<file path="src/rtl/split_n_if.sv">
// split_n_if: handshake bundle for the split_n N-way flit demultiplexer.
// Carries the data channel, the routing-token channel, the NOUT output
// channels and the drop counter. The slave modport is the split_n side.
//
// Handshake rule for every channel: an item moves on a rising clock edge
// where valid && ready are both high. The producer drives valid and data;
// the consumer drives ready.
interface split_n_if #(
  parameter int WIDTH = 11,
  parameter int NOUT  = 4,
  parameter int CW    = 2
);
  logic [WIDTH-1:0]      in_data;
  logic                  in_valid;
  logic                  in_ready;
  logic [CW-1:0]         ctl_data;
  logic                  ctl_valid;
  logic                  ctl_ready;
  logic [NOUT*WIDTH-1:0] out_data;
  logic [NOUT-1:0]       out_valid;
  logic [NOUT-1:0]       out_ready;
  logic [7:0]            drop_cnt;

  modport master (
    output in_data, in_valid, ctl_data, ctl_valid, out_ready,
    input  in_ready, ctl_ready, out_data, out_valid, drop_cnt
  );

  modport slave (
    input  in_data, in_valid, ctl_data, ctl_valid, out_ready,
    output in_ready, ctl_ready, out_data, out_valid, drop_cnt
  );
endinterface

</file>
<file path="src/rtl/split_n.sv">
// split_n: clocked N-way split for the NoC router datapath.
// A flit is taken only together with a routing token (join); it is pushed
// into a 2-entry FIFO for the selected output. Selectors >= NOUT are
// consumed, discarded and counted in a saturating 8-bit counter.
// Optional feature macro: SPLIT_N_BCAST_EN adds a broadcast bit as the MSB
// of the token; a broadcast pushes the flit into every output FIFO at once.
module split_n #(
  parameter int WIDTH = 11,
  parameter int NOUT  = 4
) (
  input logic     clk,
  input logic     rst_n,
  split_n_if.slave bus
);
  localparam int SEL_W = $clog2(NOUT);
`ifdef SPLIT_N_BCAST_EN
  localparam int CW = SEL_W + 1;
`else
  localparam int CW = SEL_W;
`endif

  // Per-output FIFO: head_q is the entry presented on out_data, tail_q the
  // second slot. count_q is the registered occupancy 0..2.
  logic [NOUT-1:0][1:0]       count_q, count_d;
  logic [NOUT-1:0][WIDTH-1:0] head_q, head_d;
  logic [NOUT-1:0][WIDTH-1:0] tail_q, tail_d;
  logic [7:0]                 drop_q, drop_d;

  logic [SEL_W-1:0] sel;
  logic [NOUT-1:0]  hit;
  logic [NOUT-1:0]  full;
  logic [NOUT-1:0]  push;
  logic [NOUT-1:0]  pop;
  logic [NOUT-1:0]  valid;
  logic             sel_ok;
  logic             sel_full;
  logic             accept;
  logic             drop;
`ifdef SPLIT_N_BCAST_EN
  logic             bcast;
`endif

  // Join decision: accept flit and token together only when the target
  // FIFO(s) have room according to the registered counts.
  always_comb begin
    sel      = bus.ctl_data[SEL_W-1:0];
    hit      = '0;
    full     = '0;
    for (int i = 0; i < NOUT; i++) begin
      hit[i]  = (sel == SEL_W'(i));
      full[i] = (count_q[i] == 2'd2);
    end
    sel_ok   = |hit;
    sel_full = |(hit & full);
`ifdef SPLIT_N_BCAST_EN
    bcast  = bus.ctl_data[CW-1];
    accept = rst_n && bus.in_valid && bus.ctl_valid &&
             (bcast ? ~|full : !sel_full);
    push   = accept ? (bcast ? {NOUT{1'b1}} : hit) : '0;
    drop   = accept && !bcast && !sel_ok;
`else
    accept = rst_n && bus.in_valid && bus.ctl_valid && !sel_full;
    push   = accept ? hit : '0;
    drop   = accept && !sel_ok;
`endif
  end

  // FIFO next state: push writes the first free slot, pop shifts the tail
  // forward; push+pop with one entry replaces the head with the new flit.
  always_comb begin
    count_d = count_q;
    head_d  = head_q;
    tail_d  = tail_q;
    for (int i = 0; i < NOUT; i++) begin
      valid[i] = (count_q[i] != 2'd0);
      pop[i]   = valid[i] && bus.out_ready[i];
      case ({push[i], pop[i]})
        2'b10: begin
          if (count_q[i] == 2'd0) head_d[i] = bus.in_data;
          else                    tail_d[i] = bus.in_data;
          count_d[i] = count_q[i] + 2'd1;
        end
        2'b01: begin
          head_d[i]  = tail_q[i];
          count_d[i] = count_q[i] - 2'd1;
        end
        2'b11: head_d[i] = bus.in_data;
        default: ;
      endcase
    end
    drop_d = (drop && drop_q != 8'hFF) ? drop_q + 8'd1 : drop_q;
  end

  // State registers; reset discards all FIFO contents and the drop count.
  always_ff @(posedge clk or negedge rst_n) begin
    if (!rst_n) begin
      count_q <= '0;
      head_q  <= '0;
      tail_q  <= '0;
      drop_q  <= '0;
    end else begin
      count_q <= count_d;
      head_q  <= head_d;
      tail_q  <= tail_d;
      drop_q  <= drop_d;
    end
  end

  assign bus.in_ready  = accept;
  assign bus.ctl_ready = accept;
  assign bus.out_data  = head_q;
  assign bus.out_valid = valid;
  assign bus.drop_cnt  = drop_q;
endmodule

</file>
<file path="src/flat_wrapper.sv">
// flat-port wrapper written by rule: the top's interface ports become plain ports
module split_n_flat 
#(
  parameter int WIDTH = 11,
  parameter int NOUT  = 4
)
  (clk, rst_n, bus_in_data, bus_in_valid, bus_ctl_data, bus_ctl_valid, bus_out_ready, bus_in_ready, bus_ctl_ready, bus_out_data, bus_out_valid, bus_drop_cnt);
  split_n_if #(.WIDTH(WIDTH), .NOUT(NOUT), .CW((2))) bus_i ();
  input logic clk;
  input logic rst_n;
  input wire logic [$bits(bus_i.in_data)-1:0] bus_in_data;
  input wire logic [$bits(bus_i.in_valid)-1:0] bus_in_valid;
  input wire logic [$bits(bus_i.ctl_data)-1:0] bus_ctl_data;
  input wire logic [$bits(bus_i.ctl_valid)-1:0] bus_ctl_valid;
  input wire logic [$bits(bus_i.out_ready)-1:0] bus_out_ready;
  output wire logic [$bits(bus_i.in_ready)-1:0] bus_in_ready;
  output wire logic [$bits(bus_i.ctl_ready)-1:0] bus_ctl_ready;
  output wire logic [$bits(bus_i.out_data)-1:0] bus_out_data;
  output wire logic [$bits(bus_i.out_valid)-1:0] bus_out_valid;
  output wire logic [$bits(bus_i.drop_cnt)-1:0] bus_drop_cnt;
  assign bus_i.in_data = bus_in_data;
  assign bus_i.in_valid = bus_in_valid;
  assign bus_i.ctl_data = bus_ctl_data;
  assign bus_i.ctl_valid = bus_ctl_valid;
  assign bus_i.out_ready = bus_out_ready;
  assign bus_in_ready = bus_i.in_ready;
  assign bus_ctl_ready = bus_i.ctl_ready;
  assign bus_out_data = bus_i.out_data;
  assign bus_out_valid = bus_i.out_valid;
  assign bus_drop_cnt = bus_i.drop_cnt;
  split_n #(.WIDTH(WIDTH), .NOUT(NOUT)) u_core (.clk(clk), .rst_n(rst_n), .bus(bus_i));
endmodule
</file>
<file path="config.mk">
export PLATFORM = sky130hd
export DESIGN_NAME = split_n_flat
export DESIGN_NICKNAME = d
export VERILOG_FILES = /design/src/rtl/split_n_if.sv /design/src/rtl/split_n.sv /design/src/flat_wrapper.sv
export SDC_FILE = /design/constraint.sdc
export NUM_CORES = 1
export LEC_CHECK = 0
export CELL_PAD_IN_SITES_DETAIL_PLACEMENT = 0
export CELL_PAD_IN_SITES_GLOBAL_PLACEMENT = 2
export CORE_AREA = 8 8 125 150
export DETAILED_ROUTE_END_ITERATION = 6
export DIE_AREA = 0 0 133 158
export PLACE_DENSITY_LB_ADDON = 0.3
export SYNTH_ARGS = -nofsm -noshare
export SYNTH_HDL_FRONTEND = slang
export SYNTH_SLANG_ARGS = --single-unit
</file>
<file path="constraint.sdc">
create_clock -name clk -period 3.2 [get_ports clk]
set_input_delay 0.48 -clock clk [delete_from_list [all_inputs] [get_ports clk]]
set_output_delay 0.48 -clock clk [all_outputs]
set_load 0.01 [all_outputs]
</file>
==> impl.org, run 1 <==
** Clock tree
- TritonCTS created 9 clock buffers.
- Worst skew pair latency :: 0.35 ns
- Worst-case clock buffer depth :: 2
- Cell chosen for the clock root :: clkbuf_16
- Setup bufs post-CTS :: 0
- CTS saw 104 sinks.
- TritonCTS clock tree :: yes
- Clock transition time at the flip-flop clock pins of the worst setup and hold paths :: 0.07 ns
- CTS built an H-tree with a depth of 3.
- Cts repair resizes :: 0
- The number of hold buffers added after CTS was 0.

** Floorplan
- Die span in x :: 133 um
- For this configuration, the core starts out at a cell density of 0.2995.
- Die Y :: 158 um
- The die covers 21,010 um2.
- Total number of placement rows :: 52
- 79 I/O pins were placed.
- The core region is 16,460 um2.

** Synthesis
- Counting distinct cell types in the post-synthesis netlist gives 36.
- Number of enable flip-flop cells after synthesis :: 0
- Syn Area/Cell :: 15.17 um2
- For this run, the number of Yosys warnings is 0.
- Number of storage elements in the synthesis netlist :: 104
- Post-Syn Nets :: 354
- For this run, the leading register cell type out of synthesis is dfrtp_1.
- Synthesis produced 325 cells.
- For this run, the register share of the synthesized area comes to 0.5279.
- Summing every instance area after synthesis gives 4930 um2.
- Synth async-reset ratio :: 1.000

** Pwr
- Total power draw :: 5.829 mW
- Pint :: 4.128 mW
- Static leakage :: 2.819 nW
- In this run the power density over the cells is 938.2 nW/um2.
- Fraction of power spent switching nets :: 0.2919
- In this run the power spent charging and discharging nets is 1.701 mW.
- Power share of the combinational group :: 0.401
- Of the total power, the clock network draws 0.209.
- The share of total power dissipated in sequential elements is 0.390.
- Maximum vdd ir drop :: 0.3457 mV

** Worst setup path
- Of all nets on the critical path, the largest fanout is 7.
- The worst setup path is captured at an output port.
- Critical setup path kind :: in -> out
- The worst setup path is launched from an input pin.
- Critical path arrival :: 2.36 ns
- At the worst endpoint, the required time is 2.72 ns.

** Placed design
- HPWL after detailed placement :: 7.756 mm
- IO buf count :: 78
- Timing analysis after detailed placement gives a worst setup slack of 0.1259 ns.
- Number of placed instances, taps included :: 602
- Routability Congestion :: 0.8447

** Drt
- Routed wire length :: 10.88 mm
- For this run, the detailed router's first-pass iteration total came to 4.
- DRC violation count after routing :: 0
- Via count of the routed design :: 2,824
- Dividing the detail-routed wire length by the instance count gives 17.63 um.
- Post-detailed-route via-to-cell ratio :: 4.577
- Once detail routing completed, the nets flagged for antenna violations numbered 0.
- In this run, the number of DRC markers left after iteration 0 of detailed routing was 92.

** Cells and area
- Commonest cells after routing, fill and taps aside :: 104 x dfrtp_1, 92 x mux2_2, 77 x clkdlybuf4s50_1
- At the end of the flow the core is filled with cells to 0.3775.
- Antenna cells :: 0
- At the end of the flow, the number of nets in the layout was 426.
- Relative to the synthesized area, the layout overhead comes to 26.04%.
- Most frequent standard cell in the layout excluding fill and tap cells :: dfrtp_1
- The finished layout holds 617 standard cells, fillers aside.
- Of the cells placed in the final design, the portion with a size suffix greater than 1 is 0.4364.

** Timing
- Based on the critical path, the design can be clocked at up to 0.3524 GHz.
- Worst-case headroom to the max-slew limit :: 0.3277
- Setup repair after global routing left no endpoint under its margin.
- Slew @ Worst Pin :: 1.008 ns
- Final setup violating endpoints :: 0
- The number of max-slew violations in the final report came to 0.
- Clock Skew :: 0.008037 ns
- Total Neg Setup Slack :: 0 ns
- The worst path meets setup with 0.3625 ns of slack.
- The worst path needs 2.837 ns of the cycle, external delays included.
- Total count of hold-check failures in the final report :: 0
- Final clock period utilization by the worst path :: 0.8867

** Global routing
- The initial antenna violation count came to 0.
- Largest net degree at the start of global routing :: 60
- The via count of the first global-routing pass came to 3,182.
- The first global-routing pass estimated 18.03 mm of wire.
- After global routing the overflow that remains totals 0.
- In the global route stage, overall resource usage came out at 0.1112.

** Worst hold path
- Path type of the worst min-delay path :: in -> async

** Flow run
- Reported max-cap violation count :: 0

** Status
- Outcome :: complete, no violations
## path summary, 6_finish.rpt
check                      depth (start not counted)  slack (ns)              startpoint                       to
min in group clk                                   0        0.38  u_core.bus.drop_cnt[1]   u_core.bus.drop_cnt[1]
min reg2reg                                        0        0.38  u_core.bus.drop_cnt[1]   u_core.bus.drop_cnt[1]
max in group asynchronous                          3        1.76                   rst_n        u_core.count_q[2]
max                                                5        0.36         bus_ctl_data[0]            bus_ctl_ready
min                                                2        0.22                   rst_n  u_core.bus.out_data[33]
max reg2reg                                        6        0.69       u_core.count_q[4]   u_core.bus.out_data[8]
## layer usage
metal	GRT usage	wire length [um]	vias up
li1	-	-	1289
met1	0.1386	5067	1450
met2	0.1756	5090	65
met3	0.03079	464	20
met4	0.05146	257	0
met5	0	0	-
## power groups by stage
stage / Combinational [mW] / Clock (mW) / Sequential, mW
2_1_floorplan: 1.44 / 0 / 2.31
3_3_place_gp: 2.33 / 0 / 2.28
3_5_place_dp: 2.38 / 0 / 2.30
4_1_cts: 2.39 / 1.26 / 2.28
5_1_grt: 2.54 / 1.32 / 2.37
6_report: 2.34 / 1.22 / 2.27
## state kept, by name (all words and copies together), names as in the netlist
| name | count |
|---|---|
| u_core.bus.drop_cnt | 8 |
| u_core.tail_q | 44 |
| u_core.bus.out_data | 44 |
| u_core.count_q | 8 |
## critical path, stage by stage
cell,delay [ns]
clkdlybuf4s50_1,0.52
nand4bb_1,0.18
o211ai_2,0.18
a311oi_1,0.37
clkdlybuf4s50_1,0.62
## layout make-up
cell class / instances / area, um2
Clock buffer: 11 / 252.7
Clock inverter: 4 / 76.32
Fill cell: 1573 / 10250
Inverter: 6 / 25.02
Multi-Input combinational cell: 191 / 2156
Sequential cell: 104 / 2603
Tap cell: 216 / 270.3
Timing Repair Buffer: 85 / 830.8
## per-stage QoR
step	hold slack, ns	instance area [um2]
after floorplan	0.1844	4930
after global placement	0.3637	5884
after detailed placement	0.3671	5884
after CTS	0.2421	6213
after global routing	0.2756	6213
final	0.2190	6213
## Yosys cell counts, types with 2 or more instances
library cell | count | share of area
dfrtp_1 | 104 | 0.53
mux2_2 | 92 | 0.21
mux2_4 | 40 | 0.12
buf_2 | 11 | 0.011
clkbuf_1 | 8 | 0.0061
ha_1 | 8 | 0.020
xnor2_1 | 8 | 0.014
nand2_1 | 5 | 0.0038
inv_2 | 4 | 0.0030
nand2_4 | 4 | 0.0091
nor2_1 | 4 | 0.0030
xor2_1 | 4 | 0.0071
a21oi_2 | 3 | 0.0053
buf_6 | 3 | 0.0069
or2_4 | 3 | 0.0053
nor3b_1 | 2 | 0.0030
nor4_1 | 2 | 0.0025
nor4b_1 | 2 | 0.0036
## kinds of logic after synthesis
group	after synthesis	share of synthesized area
adder cells (fa/ha/maj)	8	0.02031
AO/OA/AOI/OAI	6	0.01523
buffers and inverters	30	0.03477
multiplexers	132	0.3320
XOR/XNOR	12	0.02132
AND/OR/NAND/NOR	33	0.04848
flip-flops	104	0.5279
Power figures use the tool's default switching activity.
==> run 2: changes to the inputs <==
--- a/config.mk
+++ b/config.mk
@@ -8,6 +8,7 @@
 export CELL_PAD_IN_SITES_DETAIL_PLACEMENT = 0
 export CELL_PAD_IN_SITES_GLOBAL_PLACEMENT = 2
 export CORE_AREA = 8 8 125 150
+export CTS_BUF_LIST = sky130_fd_sc_hd__clkbuf_2 sky130_fd_sc_hd__clkbuf_4 sky130_fd_sc_hd__clkbuf_8
 export DETAILED_ROUTE_END_ITERATION = 6
 export DIE_AREA = 0 0 133 158
 export PLACE_DENSITY_LB_ADDON = 0.3
==> run 2 against run 1 <==
Compared with the run above: fmax hardly changed; register-to-register slack got worse by 0.03 ns; critical path depth unchanged; sequential power barely moved; global-route usage shrank 0.18 points; cell area fell by 1.6%; worst setup slack about the same; via count decreased by 0.74%.
==> impl.org, run 2 (same netlist as run 1, synthesis figures left out) <==
** Status
- Outcome :: complete, no violations (unchanged)

** Clock tree
- TritonCTS clock tree :: yes (unchanged)
- The later-pin clock latency in the skew report was 0.36 ns (was 0.35 ns).
- The post-cts repair resize count came to 0 (unchanged).
- The clock root buffer is clkbuf_8 (was clkbuf_16).
- The total clock sinks is 104 (unchanged).
- H-tree depth reported by CTS :: 3 (unchanged)
- Number of hold buffers added after cts :: 0 (unchanged)
- Setup bufs post-CTS :: 0 (unchanged)
- The clock transition time at the flip-flop clock pins of the worst setup and hold paths came to 0.10 ns (was 0.07 ns).
- The buffer depth of the longest clock path is 2 (unchanged).
- The number of CTS-inserted buffers was 9 (unchanged).

** Worst hold path
- Path type of the worst min-delay path :: in -> async (unchanged)

** Worst setup path
- The start of the worst register-to-register path is u_core.count_q[4] (unchanged).
- Critical path arrival :: 2.36 ns (about the same)
- The startpoint of the most critical setup path is bus_ctl_data[0] (unchanged).
- The nature of the critical path endpoint was an output port (unchanged).
- Critical setup path kind :: in -> out (unchanged)
- Worst setup SP type :: input pin (unchanged)
- The maximum fanout along the worst path was 7 (unchanged).
- The worst endpoint required time was 2.72 ns (about the same).

** Drt
- Via count of the routed design :: 2,803 (was 2,824)
- The number of remaining DRC errors came to 0 (unchanged).
- The overall routed net length was 10.80 mm (was 10.88 mm).
- Number of iterations in the first detailed-routing pass :: 4 (unchanged)
- Average wire per cell in the routed design :: 17.50 um (was 17.63 um)
- Post-detailed-route via-to-cell ratio :: 4.543 (was 4.577)
- Residual antenna-violating net count after detailed routing :: 0 (unchanged)
- Count of routing violations after the opening detailed-route iteration :: 73 (was 92)

** Placed design
- Routability Congestion :: 0.8447 (unchanged)
- The number of port buffers is 78 (unchanged).
- The number of cells in the design after placement was 602 (unchanged).
- The post-DP HPWL is 7.756 mm (unchanged).

** Timing
- The number of max-slew violations in the final report was 0 (unchanged).
- The top achievable clock speed was 0.3524 GHz (about the same).
- Total Neg Setup Slack :: 0 ns (unchanged)
- The part of the cycle the worst path needs is 0.8867 (about the same).
- RSZ-0062 raised after global routing :: no (unchanged)
- Slew @ Worst Pin :: 1.023 ns (was 1.008 ns)
- The final setup violation count came to 0 (unchanged).
- Total count of hold-check failures in the final report :: 0 (unchanged)
- The tightest hold margin is 0.1948 ns (was 0.2190 ns).
- Worst-case headroom to the max-slew limit :: 0.3177 (was 0.3277)
- The final critical delay including setup and external delays was 2.837 ns (about the same).
- Clock Skew :: 0.01384 ns (was 0.008037 ns)

** Global routing
- Number of global-route vias before repair :: 3,181 (was 3,182)
- Met3 usage :: 0.02984 (was 0.03079)
- Largest net degree at the start of global routing :: 60 (unchanged)
- The total global-route track usage was 0.1094 (was 0.1112).
- The fraction of met1 tracks used by global routing came to 0.1363 (was 0.1386).
- The initial antenna violation count was 0 (unchanged).
- The global-route congestion overflow total came to 0 (unchanged).
- The layer with the highest usage after global routing is met2 (unchanged).
- The met2 global-route usage is 0.1790 (was 0.1756).
- Wire length of the first global-routing pass :: 17.86 mm (was 18.03 mm)

** Cells and area
- Ratio of cells with drive above 1 in the final layout :: 0.4364 (unchanged)
- Most frequent standard cell in the layout excluding fill and tap cells :: dfrtp_1 (unchanged)
- Commonest cells after routing, fill and taps aside :: 104 x dfrtp_1, 92 x mux2_2, 77 x clkdlybuf4s50_1 (unchanged)
- The number of inserted filler cells in the final layout is 1,586 (was 1,573).
- The filler-free cell count of the finished design was 617 (unchanged).
- Antenna cells :: 0 (unchanged)
- The share of the core filled with cells in the final layout was 0.3713 (was 0.3775).
- Area growth syn-to-layout :: 23.98% (was 26.04%)
- Final Net Count :: 426 (unchanged)

** Floorplan
- IO Count :: 79 (unchanged)
- Die area :: 21,010 um2 (unchanged)
- The placeable core region was 16,460 um2 (unchanged).
- The cell row count is 52 (unchanged).
- The die outline height was 158 um (unchanged).
- The horizontal die dimension is 133 um (unchanged).
- The initial core utilization was 0.2995 (unchanged).

** Pwr
- Total power draw :: 5.537 mW (was 5.829 mW)
- Power per unit of standard cell area :: 906.0 nW/um2 (was 938.2 nW/um2)
- The leakage power is 2.773 nW (was 2.819 nW).
- The maximum resistive drop on vdd came to 0.3636 mV (was 0.3457 mV).

** Flow run
- Reported max-cap violation count :: 0 (unchanged)
[run 2: cell counts in the layout (fill, tap and decap cells not counted)]
Identical to the previous run, type by type.
[run 2: per-layer routing]
layer | up-vias | share of wire
met1 | 1449 | 0.47
met4 | 0 | 0.016
met5 | - | 0
li1 | 1284 | -
met2 | 59 | 0.48
met3 | 11 | 0.040
[run 2: worst paths after layout]
| path | endpoint | slack [ns] | depth (start not counted) |
|---|---|---|---|
| worst min-delay path | u_core.bus.out_data[33] | 0.19 | 2 |
| worst min register to register | u_core.bus.drop_cnt[1] | 0.38 | 0 |
| min in group clk | u_core.bus.drop_cnt[1] | 0.38 | 0 |
| worst max register to register | u_core.bus.out_data[8] | 0.66 | 6 |
| max in group asynchronous | u_core.count_q[2] | 1.77 | 3 |
| worst max-delay path | bus_ctl_ready | 0.36 | 5 |
[run 2: worst max-delay path: stages]
cell,delay [ns]
clkdlybuf4s50_1,0.52
nand4bb_1,0.18
o211ai_2,0.18
a311oi_1,0.37
clkdlybuf4s50_1,0.62
[run 2: through the flow]
stage	instance area [um2]	setup slack [ns]
final	6112	0.3625
after global routing	6112	0.2107
after CTS	6112	0.3200
after detailed placement	5884	0.1259
after global placement	5884	0.2031
after floorplan	4930	0.7319
[run 2: final cells by class]
cell class / count / area (um2) / share of cell area
clock inverter: 4 / 76.32 / 0.01249
multi-input combinational: 191 / 2156 / 0.3527
clock buffer: 11 / 151.4 / 0.02477
tap: 216 / 270.3 / 0.04422
inverter: 6 / 25.02 / 0.004094
timing repair buffer: 85 / 830.8 / 0.1359
sequential: 104 / 2603 / 0.4258
[run 2: report_power, final]
group	internal [mW]	switching (mW)
Sequential	1.90	0.371
Clock	0.483	0.449
Combinational	1.50	0.837
==> run 3: changes to the inputs <==
==> constraint.sdc (replaced) <==
create_clock -name clk -period 3.6 [get_ports clk]
set_input_delay 0.54 -clock clk [delete_from_list [all_inputs] [get_ports clk]]
set_output_delay 0.54 -clock clk [all_outputs]
set_load 0.01 [all_outputs]
==> run 3 against run 2 <==
Compared with the run above: utilization shrank 0.30 points; register-to-register slack gained 0.47 ns; critical endpoint is now bus_in_ready; clock skew shrank 0.0050 ns; sequential share of layout area grew 0.34 points; clock power shrank 20%; cell area shrank 0.80%; combinational power shrank 11%; sequential power shrank 12%; worst hold slack gained 0.0098 ns; via count shrank 3.1%; die area is the same; clock-buffer cell count is the same.
==> impl.org, run 3 (same netlist as run 1, synthesis figures left out) <==
** Global routing
- The global-route wire length before repair was 17.44 mm (was 17.86 mm).
- Largest net degree at the start of global routing :: 72 (was 60)
- Initial antenna violation count :: 0 (unchanged)
- The via count of the first global-routing pass came to 3,012 (was 3,181).
- The global-route congestion overflow total came to 0 (unchanged).
- The total global-route track usage is 0.1078 (was 0.1094).

** Cells and area
- The net count reported at finish was 424 (was 426).
- Antenna cells :: 0 (unchanged)
- Post-route core utilization :: 0.3683 (was 0.3713)
- Commonest cells after routing, fill and taps aside: 104 x dfrtp_1, 92 x mux2_2, 77 x clkdlybuf4s50_1 (unchanged).
- The commonest non-fill, non-tap cell in the layout is dfrtp_1 (unchanged).
- Ratio of cells with drive above 1 in the final layout :: 0.4322 (was 0.4364)
- The signed area change from the synthesized netlist to the final layout came to 23.00% (was 23.98%).

** Floorplan
- The I/O pin count is 79 (unchanged).
- The die outline height came to 158 um (unchanged).
- The die area was 21,010 um2 (unchanged).
- The initial core utilization was 0.2995 (unchanged).
- Die span in x :: 133 um (unchanged)
- Area of the core :: 16,460 um2 (unchanged)
- Total number of placement rows :: 52 (unchanged)

** Clock tree
- Number of hold buffers added after cts :: 0 (unchanged)
- Clock transition time at the flip-flop clock pins of the worst setup and hold paths :: 0.10 ns (about the same)
- The buffer depth of the longest clock path came to 2 (unchanged).
- The total clock sinks came to 104 (unchanged).
- The CTS tree is yes (unchanged).
- The number of post-CTS setup repair buffers came to 0 (unchanged).
- The number of H-tree levels is 3 (unchanged).
- Cell chosen for the clock root :: clkbuf_8 (unchanged)
- The later-pin clock latency in the skew report is 0.37 ns (was 0.36 ns).
- The number of CTS-inserted buffers is 9 (unchanged).
- Cts repair resizes :: 0 (unchanged)

** Worst setup path
- Worst path max stage delay :: 0.63 ns (was 0.62 ns)
- The startpoint kind of the worst setup timing path was an input pin (unchanged).
- The cell seen most often among critical-path stages is clkdlybuf4s50_1 (unchanged).
- Largest fanout on the critical path :: 7 (unchanged)
- Critical path arrival :: 2.53 ns (was 2.36 ns)
- Launching point of the worst reg2reg path :: u_core.count_q[4] (unchanged)
- Endpoint type of the worst setup path :: output port (unchanged)
- The type of the worst setup path was in -> out (unchanged).
- Data required time at the worst endpoint :: 3.06 ns (was 2.72 ns)
- Critical path startpoint :: bus_ctl_data[1] (was bus_ctl_data[0])
- Critical Path, Cell by Cell :: clkdlybuf4s50_1 > nand4bb_1 > o211ai_2 > a311oi_1 > clkdlybuf4s50_1 (unchanged)
- Cell with the largest stage delay on the worst path :: clkdlybuf4s50_1 (unchanged)

** Drt
- The routed wirelength normalized by instance count was 17.53 um (was 17.50 um).
- Count of routing violations after the opening detailed-route iteration :: 87 (was 73)
- Number of iterations in the first detailed-routing pass :: 4 (unchanged)
- The number of antenna-violating nets in the routed design is 0 (unchanged).
- Post-detailed-route via-to-cell ratio :: 4.423 (was 4.543)
- The total vias in the final route came to 2,716 (was 2,803).
- The number of remaining DRC errors is 0 (unchanged).
- The overall routed net length was 10.77 mm (was 10.80 mm).

** Timing
- Slew @ Worst Pin :: 0.9900 ns (was 1.023 ns)
- Max Freq :: 0.3255 GHz
- The number of max-slew violations in the final report was 0 (unchanged).
- Of the available clock period, the critical path in the final layout requires 0.8535.
- The smallest clock period supported by the final layout is computed as 3.072 ns.
- RSZ-0062 raised after global routing :: no (unchanged)
- The worst-case headroom to the max-slew limit came to 0.3400 (was 0.3177).
- Final setup violating endpoints :: 0 (unchanged)
- The setup total negative slack is 0 ns (unchanged).
- The maximum clock skew at final layout came to 0.008803 ns (was 0.01384 ns).
- The number of hold violations in the final report was 0 (unchanged).

** Placed design
- Routability Congestion :: 0.7388 (was 0.8447)
- The number of port buffers is 78 (unchanged).
- The post-DP HPWL came to 7.571 mm (was 7.756 mm).

** Pwr
- Total power draw :: 4.826 mW (was 5.537 mW)
- Static leakage :: 2.748 nW (was 2.773 nW)
- Maximum vdd ir drop :: 0.3111 mV (was 0.3636 mV)
- The power density normalized to cell area came to 795.9 nW/um2 (was 906.0 nW/um2).

** Worst hold path
- Path type of the worst min-delay path :: in -> async (unchanged)

** Flow run
- The number of maximum-capacitance violations is 0 (unchanged).

** Status
- Outcome: complete, no violations (unchanged).
run 3: area by class of cell:
class | instances | area (um2)
fill | 1597 | 10400
sequential | 104 | 2603
multi-input combinational | 191 | 2156
timing repair buffer | 83 | 815.8
tap | 216 | 270.3
clock buffer | 11 | 151.4
clock inverter | 3 | 42.54
inverter | 6 | 25.02
run 3: routing by layer:
layer	vias up	track usage	share of wire
li1	1280	-	-
met1	1371	0.1334	0.46
met2	55	0.1742	0.48
met3	10	0.02889	0.046
met4	0	0.04550	0.012
met5	-	0	0
run 3: final timing paths:
check | endpoint | slack [ns] | cells past startpoint
setup reg to reg | u_core.bus.out_data[19] | 1.13 | 6
hold / removal | u_core.bus.drop_cnt[3] | 0.20 | 2
max in group asynchronous | u_core.bus.out_data[0] | 2.09 | 3
setup / recovery | bus_in_ready | 0.53 | 5
hold reg to reg | u_core.bus.drop_cnt[7] | 0.38 | 0
min in group clk | u_core.bus.drop_cnt[7] | 0.38 | 0
run 3: per-stage QoR:
step,hold slack (ns),area [um2],setup slack [ns],std cells
5_1_grt,0.2201,6063,0.4139,614
6_report,0.2045,6063,0.5275,614
3_3_place_gp,0.3637,5869,0.4625,600
2_1_floorplan,0.2444,4930,1.072,325
3_5_place_dp,0.3645,5869,0.4075,600
4_1_cts,0.1905,6063,0.4877,614
run 3: worst max-delay path, delay by kind of cell:
kind / cells / cell delay, ns
and+or+nand+nor: 1 / 0.22
AOI/OAI and AO/OA: 2 / 0.58
buffers and inverters: 2 / 1.19
run 3: where the power goes:
group / internal, mW / total [mW] / switching [mW]
clock network: 0.351 / 0.743 / 0.391
registers: 1.69 / 2.00 / 0.317
logic: 1.33 / 2.08 / 0.748
total: 3.37 / 4.83 / 1.46
